$ cat src/rtl/xor_accum_decoder_if.sv
// Snapshot-in / decoded-word-out handshake bundle for the XOR-accumulate decoder.
// slave is the decoder's view; master is the capture/comparator side.
interface xor_accum_decoder_if #(
  parameter int W = 19
);
  logic         in_valid;
  logic [W-1:0] in_data;
  logic         in_ready;
  logic         sync_valid;
  logic [W-1:0] sync_data;
  logic         out_valid;
  logic [W-1:0] out_data;
  logic         out_parity;
  logic         out_ready;

  modport master (
    output in_valid, in_data, sync_valid, sync_data, out_ready,
    input  in_ready, out_valid, out_data, out_parity
  );

  modport slave (
    input  in_valid, in_data, sync_valid, sync_data, out_ready,
    output in_ready, out_valid, out_data, out_parity
  );
endinterface

$ cat src/rtl/xor_accum_decoder.sv
// Recovers encoder input words as snapshot ^ previous snapshot into a small FIFO.
// One-cycle latency to FIFO head; in_ready drops when full or during resync.
module xor_accum_decoder_fifo #(
  parameter int W     = 19,
  parameter int DEPTH = 4
) (
  input  logic                     clk,
  input  logic                     reset,
  input  logic                     push,
  input  logic [W-1:0]             push_data,
  input  logic                     pop,
  output logic [W-1:0]             head,
  output logic [$clog2(DEPTH):0]   count
);
  localparam int AW = $clog2(DEPTH);

  logic [W-1:0]  mem [DEPTH];
  logic [AW-1:0] wptr;
  logic [AW-1:0] rptr;

  // Storage is not reset; consumers gate the head with a non-zero count.
  always_ff @(posedge clk) begin
    if (push) mem[wptr] <= push_data;
  end

  always_ff @(posedge clk or negedge reset) begin
    if (!reset) begin
      wptr  <= '0;
      rptr  <= '0;
      count <= '0;
    end else begin
      if (push) wptr <= wptr + 1'b1;
      if (pop)  rptr <= rptr + 1'b1;
      case ({push, pop})
        2'b10:   count <= count + 1'b1;
        2'b01:   count <= count - 1'b1;
        default: count <= count;
      endcase
    end
  end

  assign head = mem[rptr];
endmodule

module xor_accum_decoder #(
  parameter int W     = 19,
  parameter int DEPTH = 4,
  parameter int CNT_W = 16
) (
  input  logic                 clk,
  input  logic                 reset,
  xor_accum_decoder_if.slave   bus,
  output logic [CNT_W-1:0]     word_cnt,
  output logic                 bit0
);
  localparam int          AW       = $clog2(DEPTH);
  localparam logic [AW:0] FULL_CNT = (AW + 1)'(DEPTH);

  logic [W-1:0] prev;
  logic [W-1:0] head;
  logic [AW:0]  count;
  logic         accept;
  logic         pop;
  logic         have_word;
  logic [W-1:0] shown;

  // Gating with reset keeps in_ready low while the block is held in reset.
  assign bus.in_ready = reset && (count < FULL_CNT) && !bus.sync_valid;
  assign accept       = bus.in_valid && bus.in_ready;
  assign have_word    = (count != '0);
  assign pop          = have_word && bus.out_ready;

  xor_accum_decoder_fifo #(
    .W     (W),
    .DEPTH (DEPTH)
  ) u_fifo (
    .clk       (clk),
    .reset     (reset),
    .push      (accept),
    .push_data (bus.in_data ^ prev),
    .pop       (pop),
    .head      (head),
    .count     (count)
  );

  always_ff @(posedge clk or negedge reset) begin
    if (!reset) begin
      prev     <= '0;
      word_cnt <= '0;
    end else if (bus.sync_valid) begin
      prev <= bus.sync_data;
    end else if (accept) begin
      prev     <= bus.in_data;
      word_cnt <= word_cnt + 1'b1;
    end
  end

  assign shown          = have_word ? head : '0;
  assign bus.out_valid  = have_word;
  assign bus.out_data   = shown;
  assign bus.out_parity = ^shown;
  assign bit0           = prev[0];
endmodule

$ cat src/flat_wrapper.sv
// flat-port wrapper written by rule: the top's interface ports become plain ports
module xor_accum_decoder_flat 
#(
  parameter int W     = 19,
  parameter int DEPTH = 4,
  parameter int CNT_W = 16
)
  (clk, reset, word_cnt, bit0, bus_in_valid, bus_in_data, bus_sync_valid, bus_sync_data, bus_out_ready, bus_in_ready, bus_out_valid, bus_out_data, bus_out_parity);
  xor_accum_decoder_if #(.W(W)) bus_i ();
  input  logic clk;
  input  logic reset;
  output logic [CNT_W-1:0] word_cnt;
  output logic bit0;
  input wire logic [$bits(bus_i.in_valid)-1:0] bus_in_valid;
  input wire logic [$bits(bus_i.in_data)-1:0] bus_in_data;
  input wire logic [$bits(bus_i.sync_valid)-1:0] bus_sync_valid;
  input wire logic [$bits(bus_i.sync_data)-1:0] bus_sync_data;
  input wire logic [$bits(bus_i.out_ready)-1:0] bus_out_ready;
  output wire logic [$bits(bus_i.in_ready)-1:0] bus_in_ready;
  output wire logic [$bits(bus_i.out_valid)-1:0] bus_out_valid;
  output wire logic [$bits(bus_i.out_data)-1:0] bus_out_data;
  output wire logic [$bits(bus_i.out_parity)-1:0] bus_out_parity;
  assign bus_i.in_valid = bus_in_valid;
  assign bus_i.in_data = bus_in_data;
  assign bus_i.sync_valid = bus_sync_valid;
  assign bus_i.sync_data = bus_sync_data;
  assign bus_i.out_ready = bus_out_ready;
  assign bus_in_ready = bus_i.in_ready;
  assign bus_out_valid = bus_i.out_valid;
  assign bus_out_data = bus_i.out_data;
  assign bus_out_parity = bus_i.out_parity;
  xor_accum_decoder #(.W(W), .DEPTH(DEPTH), .CNT_W(CNT_W)) u_core (.clk(clk), .reset(reset), .bus(bus_i), .word_cnt(word_cnt), .bit0(bit0));
endmodule
$ cat config.mk
export PLATFORM = sky130hd
export DESIGN_NAME = xor_accum_decoder_flat
export DESIGN_NICKNAME = d
export VERILOG_FILES = /design/src/rtl/xor_accum_decoder_if.sv /design/src/rtl/xor_accum_decoder.sv /design/src/flat_wrapper.sv
export SDC_FILE = /design/constraint.sdc
export NUM_CORES = 1
export LEC_CHECK = 0
export ABC_AREA = 0
export CAP_MARGIN = 20
export CORE_AREA = 2 2 98 100
export CTS_BUF_LIST = sky130_fd_sc_hd__clkbuf_4 sky130_fd_sc_hd__clkbuf_8 sky130_fd_sc_hd__clkbuf_16
export CTS_CLUSTER_SIZE = 20
export DETAILED_ROUTE_END_ITERATION = 8
export DIE_AREA = 0 0 100 102
export HOLD_SLACK_MARGIN = 0.15
export PLACE_DENSITY = 0.89
export REMOVE_ABC_BUFFERS = 1
export SLEW_MARGIN = 10
export SYNTH_ARGS = -nofsm -noshare
export SYNTH_HDL_FRONTEND = slang
export SYNTH_SLANG_ARGS = --single-unit
$ cat constraint.sdc
create_clock -name clk -period 3.9 [get_ports clk]
set_input_delay 0.585 -clock clk [delete_from_list [all_inputs] [get_ports clk]]
set_output_delay 0.585 -clock clk [all_outputs]
set_load 0.02 [all_outputs]
* After elaboration in Yosys (flattened, before gate mapping)
Memory sizes are Yosys's and may differ from the RTL's.
Cells that the tools add are included.
** Storage, ports and cells
- Register bits after elaboration :: 42
- Bits in latches :: 0
- Bits in writable memories :: 76
- Bits in read-only memories :: 0
- Input port bits :: 43
- Output and inout bits :: 39
- Word-level logic and storage cells :: 32
- Memories kept :: 1
** Operators by class
- Add/subtract/negate cells :: 5
- Multiply operators :: 0
- Divide/modulo/power cells :: 0
- $lt $le $gt $ge :: 1
- Equality and inequality tests :: 2
- Shift-type cells :: 0
- Multiplexer cells :: 6
- Bitwise operators :: 2
- Reductions and logical operators :: 10
** Memory list
- u_core.u_fifo.mem :: words 4, bits a word 19, read ports 1, clocked after Yosys merged registers in 0, wr ports 1, line xor_accum_decoder.sv:17 : logic [W-1:0] mem [DEPTH];
** Operators with widths (number)
- 2-to-1 mux 19 bit :: 3
- parity 19 bit :: 1
- bitwise XOR 19 bit :: 1
- adder 16 x 1 -> 16 bit, second input constant :: 1
- one-hot mux 3 bit (2 select lines) :: 1
- adder 2 x 1 -> 2 bit, second input constant :: 2
- logical AND 1 bit :: 4
- nonzero test 2 bit :: 2
- adder 3 x 1 -> 3 bit, second input constant :: 1
- less-than comparator 3 bit, second input constant :: 1
- nonzero test 3 bit :: 1
- subtractor 3 x 1 -> 3 bit, second input constant :: 1
- equality test 2 x 1 -> 1 bit, second input constant :: 1
- equality test 2 bit, second input constant :: 1
- 2-to-1 mux 1 bit :: 2
- AND reduction 2 bit :: 1
- logical NOT 1 bit :: 1
- inverter 1 bit :: 1

* Longest topological paths before layout
Gate-level depths: netlist of the first run.
- Word-level depth :: 6
- Depth in mapped cells :: 10
- Mapped depth without buffers :: 8

* Hierarchy
From an unflattened synthesis of the first run, not the netlist that was laid out.
** Unflattened totals
- Cells, all modules :: 340
- Area total of the unflattened synthesis :: 5203.7 µm²
** By module, submodules not included
- xor_accum_decoder_fifo :: instances 1, cells each 133, area each 3130.5 µm², seq. area each 2457.4 µm²
- xor_accum_decoder :: instances 1, cells each 207, area each 2073.2 µm², seq. area each 875.8 µm²

* Worst setup path before layout of the first run
No wires, ideal clock.
- Kind :: reg2out
- Start :: register u_core.u_fifo.rptr[0]
- End :: output port bus_out_parity
- Arrival time :: 2.168 ns
- Required time :: 3.315 ns
- Slack :: 1.147 ns
- Stages on the path, launching flop included :: 8
- Buffers on the path :: 1
- Cells stage by stage :: dfrtp_1 buf_6 mux4_1 xnor2_1 xnor2_1 xnor3_1 xnor2_1 and2_1
** On the way
- Word-level cells in the longest chain between the ends :: 3
** RTL lines
- start, declared :: line xor_accum_decoder.sv:19 : logic [AW-1:0] rptr;
- start signal, assigned :: line xor_accum_decoder.sv:33 : if (pop) rptr <= rptr + 1'b1;
- memory read (4 x 19 bit)
- 2-to-1 mux 19 bit :: line xor_accum_decoder.sv:98 : assign shown = have_word ? head : '0;
- parity 19 bit :: line xor_accum_decoder.sv:101 : assign bus.out_parity = ^shown;
- end, declared :: line flat_wrapper.sv:22 : output wire logic [$bits(bus_i.out_parity)-1:0] bus_out_parity;
No other way between the ends.

* Worst setup path in the final report of the first run
Same ends and word-level chain as after synthesis.

==> results of run 1 <==
[worst max-delay path: stages, from the launching register on]
cell and delay [ps]:
dfrtp_1 370, buf_4 210, mux4_1 630, xnor2_2 280
xnor2_2 160, xnor3_1 370, xnor2_1 140, and2_1 130
dlygate4sd2_1 330
[path summary, 6_finish.rpt]
check,to,cells after the start,slack (ps),from
max,bus_out_parity,8,190,u_core.u_fifo.rptr[0]
max in group asynchronous,u_core.u_fifo.rptr[0],3,2570,reset
min in group asynchronous,u_core.prev[11],2,550,reset
min,u_core.word_cnt[15],1,470,u_core.word_cnt[15]
max reg2reg,u_core.u_fifo.count[2],8,1410,u_core.u_fifo.count[2]
min reg2reg,u_core.word_cnt[15],1,470,u_core.word_cnt[15]
[layout make-up]
class	instances	area share
timing repair buffer	94	0.1348
clock buffer	25	0.07926
tap	111	0.02061
multi-input combinational	199	0.2617
clock inverter	7	0.005755
sequential	118	0.4945
inverter	6	0.003341
[power by group]
part	internal [W]	switching, W
Combinational	0.00115	0.00108
Clock	0.000932	0.000506
Sequential	0.00149	0.000120
Total	0.00357	0.00171
[what timing repair did]
item | 4_1_cts | 5_1_grt
endpoints found under the hold margin | 14 | 0
resized for setup | 4 | 0
hold buffers | 1 | 0
endpoints found under the setup margin | 1 | 0
[cell usage in the layout (no fill, tap or decap), drive strengths merged, types with 3 or more instances in the layout]
cell type,synthesis,layout
clkdlybuf4s50,0,79
edfxtp,76,76
dfrtp,42,42
nand2,39,39
xor2,28,28
xnor2,28,28
and2,25,25
clkbuf,9,25
mux4,19,19
buf,5,13
a22oi,11,11
mux2i,9,9
o21ai,9,9
nor2,7,7
inv,6,7
ha,6,6
clkinv,0,5
nand4,4,4
nand3,4,4
and3,3,3
[layer usage]
| metal | vias to the layer above | GRT usage | share of wire |
|---|---|---|---|
| met5 | - | 0 | 0 |
| met4 | 0 | 0.1138 | 0.013 |
| met3 | 8 | 0.05677 | 0.066 |
| met2 | 139 | 0.4163 | 0.54 |
| met1 | 1561 | 0.2837 | 0.38 |
| li1 | 1417 | - | - |
[state kept, by name, summed over array words and instances, names as in the netlist]
| signal | cells |
|---|---|
| u_core.u_fifo.rptr | 2 |
| u_core.u_fifo.count | 3 |
| u_core.u_fifo.mem | 76 |
| u_core.u_fifo.wptr | 2 |
| u_core.word_cnt | 16 |
| u_core.prev | 19 |
[through the flow]
| stage | hold slack, ps | instances | setup slack, ps |
|---|---|---|---|
| after global placement | 464.0 | 527 | 518.0 |
| after global routing | 505.1 | 560 | 20.54 |
| after detailed placement | 465.1 | 527 | 397.2 |
| final | 474.4 | 560 | 192.6 |
| after floorplan | 289.4 | 323 | -1013 |
| after CTS | 477.1 | 560 | 141.1 |
[logic make-up (layout without fill, tap and decap cells)]
family | Yosys count | count (layout) | synth area share
DFF | 118 | 118 | 0.6449
and+or+nand+nor | 86 | 86 | 0.08207
xor gates and xnor gates | 57 | 57 | 0.1007
muxes | 29 | 29 | 0.1097
AOI/OAI and AO/OA | 20 | 20 | 0.02469
buffers and inverters | 20 | 132 | 0.01961
adders and majority gates | 7 | 7 | 0.01840
==> run summary, run 1 <==
htree depth -> 4
Worst Path Required -> 3310 ps
Slew Limit Fails -> 0
post-DP HPWL -> 7.278 mm
P per Cell Area -> 783.2 nW/um^2
crit path max fanout -> 10
CTS Root Cell -> clkbuf_8
Seq. cell area -> 3333 sq um
Max Cap Viol -> 0
CP arrival -> 3120 ps
# IOs -> 82
Leakage -> 2.618 nW
Setup Buffers After CTS -> 0
vias per cell -> 5.580
Mapped Cells -> 337
PortBufs -> 81
Crit Path Category -> flip-flop to output port
CTS Sinks -> 118
height of the chip -> 102 microns
area share of the largest cell type after synthesis -> 0.4415
Synth Warn # -> 0
vias post-DR -> 3125
Ant. Diodes -> 0
Post-DRT Antenna Nets -> 0
final worst path period need -> 3707 ps
Worst-Margin Slew -> 1006 ps
Max Fclk -> 0.2697 GHz
die area -> 10200 sq um
Nets -> 486
Fin. Hold Viols -> 0
Max Buffers Root-to-Sink -> 2
core area -> 9109 sq um
fraction of registers with async set/reset -> 0.3559
Slew HR -> 0.3268
Post-synth EDFFs -> 76
area occupied by multi-input gates -> 1764 sq um
Post-Route WL -> 11.28 mm
DRC viols -> 0
DR iter-0 viols -> 142
Initial DRT Pass Iterations -> 5
fill cell count -> 573
dpl cell area -> 6140 sq um
Rows -> 35
clock buffer count from CTS -> 17
Die X -> 100 microns
Yosys cell types -> 31
peak supply drop -> 814.7 uV
ys flop type -> edfxtp_1
outcome -> completed
layout cells sized above 1 -> 0.1359
total power -> 0.005279 W
Startpoint Class -> flip-flop
Commonest cells post-synth -> edfxtp_1 (76), dfrtp_1 (42), nand2_1 (39)
Worst Hold Class -> flip-flop to flip-flop
Starting Density -> 0.5674
register bit total from synthesis -> 118
RSZ-0062 raised after global routing -> false
largest area contributor in the netlist -> edfxtp_1
total track usage -> 0.2391
post-synthesis sequential area ratio -> 0.6449
dominant cells by area after synthesis -> edfxtp_1 (44%), dfrtp_1 (20%), mux4_1 (5.1%)
count leader, synth -> edfxtp_1
area grow syn2layout -> 30.40%
grt total ovfl -> 0
CTS tree -> yes
post-route cell area -> 6740 sq um
Clock Skew -> 18.55 ps
Final Wtd Congestion -> 0.7640
final setup vio count -> 0
Mapped Area -> 5169 sq um
initial antenna violation count -> 0
global-route wire length before repair -> 17.65 mm
WL per Instance -> 20.13 microns
Final Cycle Share -> 0.9506
synthesized area per cell -> 15.34 sq um
clock latency on the worst-skew pair -> 510 ps
Sum Neg Setup Slack -> 0 ps
vias in the first global route -> 3409
Worst-path clk slew -> 60 ps
pin count of the biggest net entering global routing -> 29
end-of-flow core utilization -> 0.7400
CP Capture Type -> output port
Power figures use the tool's default switching activity.
==> inputs of run 2 (changes only) <==
--- a/config.mk
+++ b/config.mk
@@ -13,6 +13,7 @@
 export DETAILED_ROUTE_END_ITERATION = 8
 export DIE_AREA = 0 0 100 102
 export HOLD_SLACK_MARGIN = 0.15
+export MAX_ROUTING_LAYER = met4
 export PLACE_DENSITY = 0.89
 export REMOVE_ABC_BUFFERS = 1
 export SLEW_MARGIN = 10
==> constraint.sdc (replaced) <==
create_clock -name clk -period 4.7 [get_ports clk]
set_input_delay 0.705 -clock clk [delete_from_list [all_inputs] [get_ports clk]]
set_output_delay 0.705 -clock clk [all_outputs]
set_load 0.02 [all_outputs]
==> run 2 against run 1 <==
Via count down 2.9%. Final area down 0.74%. First-iteration DRC count up 28%. Flip-flop and latch count unchanged.
==> run summary, run 2 (synthesized netlist as in run 1, its figures left out) <==
biggest regs -> u_core.u_fifo.mem x76, u_core.prev x19, u_core.word_cnt x16
die area -> 10200 sq um
Fin. Hold Viols -> 0
crit-path cells -> mux4_1, xnor2_1, xnor2_1, xnor3_1, xnor2_1, and2_1, clkdlybuf4s50_1
Worst Hold Class -> input port to async pin
end-of-flow core utilization -> 0.7345
initial antenna violation count -> 0
DR iter-0 viols -> 182
Leakage -> 2.582 nW
fill cell count -> 543
vias post-DR -> 3033
register-to-register path setup slack -> 2040 ps
pin count of the biggest net entering global routing -> 44
Post-Route WL -> 10.75 mm
Setup Buffers After CTS -> 0
commonest non-fill, non-tap cell in the layout -> clkdlybuf4s50_1
height of the chip -> 102 microns
Post-DRT Antenna Nets -> 0
CP bufs+invs -> 1
CP arrival -> 3630 ps
Rows -> 35
Slew HR -> 0.3228
Ant. Diodes -> 0
peak supply drop -> 631.9 uV
CP max stage cell -> dfrtp_1
max reg flops -> 76
DRC viols -> 0
P per Cell Area -> 662.5 nW/um^2
CP delay by family, top -> XOR/XNOR gates
Startpoint Class -> flip-flop
clock buffer count from CTS -> 17
Slew Limit Fails -> 0
clock latency on the worst-skew pair -> 520 ps
WL per Instance -> 19.43 microns
largest register by flop count -> u_core.u_fifo.mem
post-DP HPWL -> 6.694 mm
grt total ovfl -> 0
# hold bufs at CTS -> 0
Worst-path clk slew -> 60 ps
Max Cap Viol -> 0
Crit Path Category -> flip-flop to output port
global-route wire length before repair -> 17.08 mm
FF-to-FF path depth -> 3
RSZ-0062 raised after global routing -> false
Max Buffers Root-to-Sink -> 2
CTS Sinks -> 118
r2r startpoint -> u_core.u_fifo.count[2]
hold_ws -> 336.1 ps
final setup vio count -> 0
total track usage -> 0.2420
Final Wtd Congestion -> 0.7462
max incr delay on CP -> 910 ps
Starting Density -> 0.5674
Reg-to-Reg End -> u_core.u_fifo.mem[0][16]
layout cells sized above 1 -> 0.1199
Max Fclk -> 0.2309 GHz
CTS Root Cell -> clkbuf_8
final worst path period need -> 4331 ps
PortBufs -> 81
Final Cycle Share -> 0.9216
CTS tree -> yes
CP Capture Type -> output port
outcome -> completed
htree depth -> 4
core area -> 9109 sq um
crit-path most repeated cell -> xnor2_1
vias per cell -> 5.485
crit path max fanout -> 20
Nets -> 479
Worst Path Required -> 3990 ps
Worst-Margin Slew -> 1016 ps
post_cts resized -> 0
Initial DRT Pass Iterations -> 4
commonest cells after routing, fill and taps aside -> clkdlybuf4s50_1 (80), edfxtp_1 (76), dfrtp_1 (42), nand2_1 (39), xor2_1 (28)
area grow syn2layout -> 29.44%
vias in the first global route -> 3287
Clock Skew -> 8.355 ps
Die X -> 100 microns
# IOs -> 82
-- run 2: worst max-delay path by stage --
stage               cells after the start                   from             endpoint
finish                                  7  u_core.u_fifo.rptr[1]       bus_out_parity
global route                            7  u_core.u_fifo.rptr[1]       bus_out_parity
floorplan                               6         bus_sync_valid  u_core.word_cnt[13]
global placement                        7  u_core.u_fifo.rptr[1]       bus_out_parity
detailed placement                      7  u_core.u_fifo.rptr[1]       bus_out_parity
CTS                                     7  u_core.u_fifo.rptr[1]       bus_out_parity
-- run 2: metal layers --
layer,share of wire,GRT usage,vias up
met2,0.53,0.4044,108
met4,0.022,0.1064,0
met3,0.052,0.07866,19
li1,-,-,1401
met5,0,-,-
met1,0.40,0.2680,1505
-- run 2: cell type report --
cell class,instances,area (sq um),share of cell area
Tap cell,111,138.9,0.02076
Clock inverter,6,31.28,0.004676
Multi-Input combinational cell,199,1749,0.2615
Clock buffer,26,564.3,0.08435
Sequential cell,118,3333,0.4982
Timing Repair Buffer,87,850.8,0.1272
Inverter,6,22.52,0.003366
-- run 2: report_power, final --
| part | total [W] | leakage, nW | switching, W | internal [W] |
|---|---|---|---|---|
| logic | 0.00183 | 1.06 | 0.000851 | 0.000980 |
| registers | 0.00134 | 1.21 | 0.000105 | 0.00124 |
| clock network | 0.00126 | 0.306 | 0.000446 | 0.000816 |
-- run 2: per-stage QoR --
step / power (W) / std cells / area (sq um) / worst slack, ps / setup TNS [ps]
after floorplan: 0.002514 / 323 / 5090 / -333.5 / -7899
after global placement: 0.003132 / 520 / 6087 / 1075 / 0
after detailed placement: 0.003186 / 520 / 6087 / 951.8 / 0
after CTS: 0.004467 / 552 / 6683 / 314.7 / 0
after global routing: 0.004644 / 553 / 6690 / 188.9 / 0
final: 0.004432 / 553 / 6690 / 368.6 / 0
==> inputs of run 3 (changes only) <==
--- a/config.mk
+++ b/config.mk
@@ -6,6 +6,7 @@
 export NUM_CORES = 1
 export LEC_CHECK = 0
 export ABC_AREA = 0
+export ABC_CLOCK_PERIOD_IN_PS = 4700
 export CAP_MARGIN = 20
 export CORE_AREA = 2 2 98 100
 export CTS_BUF_LIST = sky130_fd_sc_hd__clkbuf_4 sky130_fd_sc_hd__clkbuf_8 sky130_fd_sc_hd__clkbuf_16
==> results of run 3 <==
No change in the layout: final DEF, timing and power equal those of run 2.
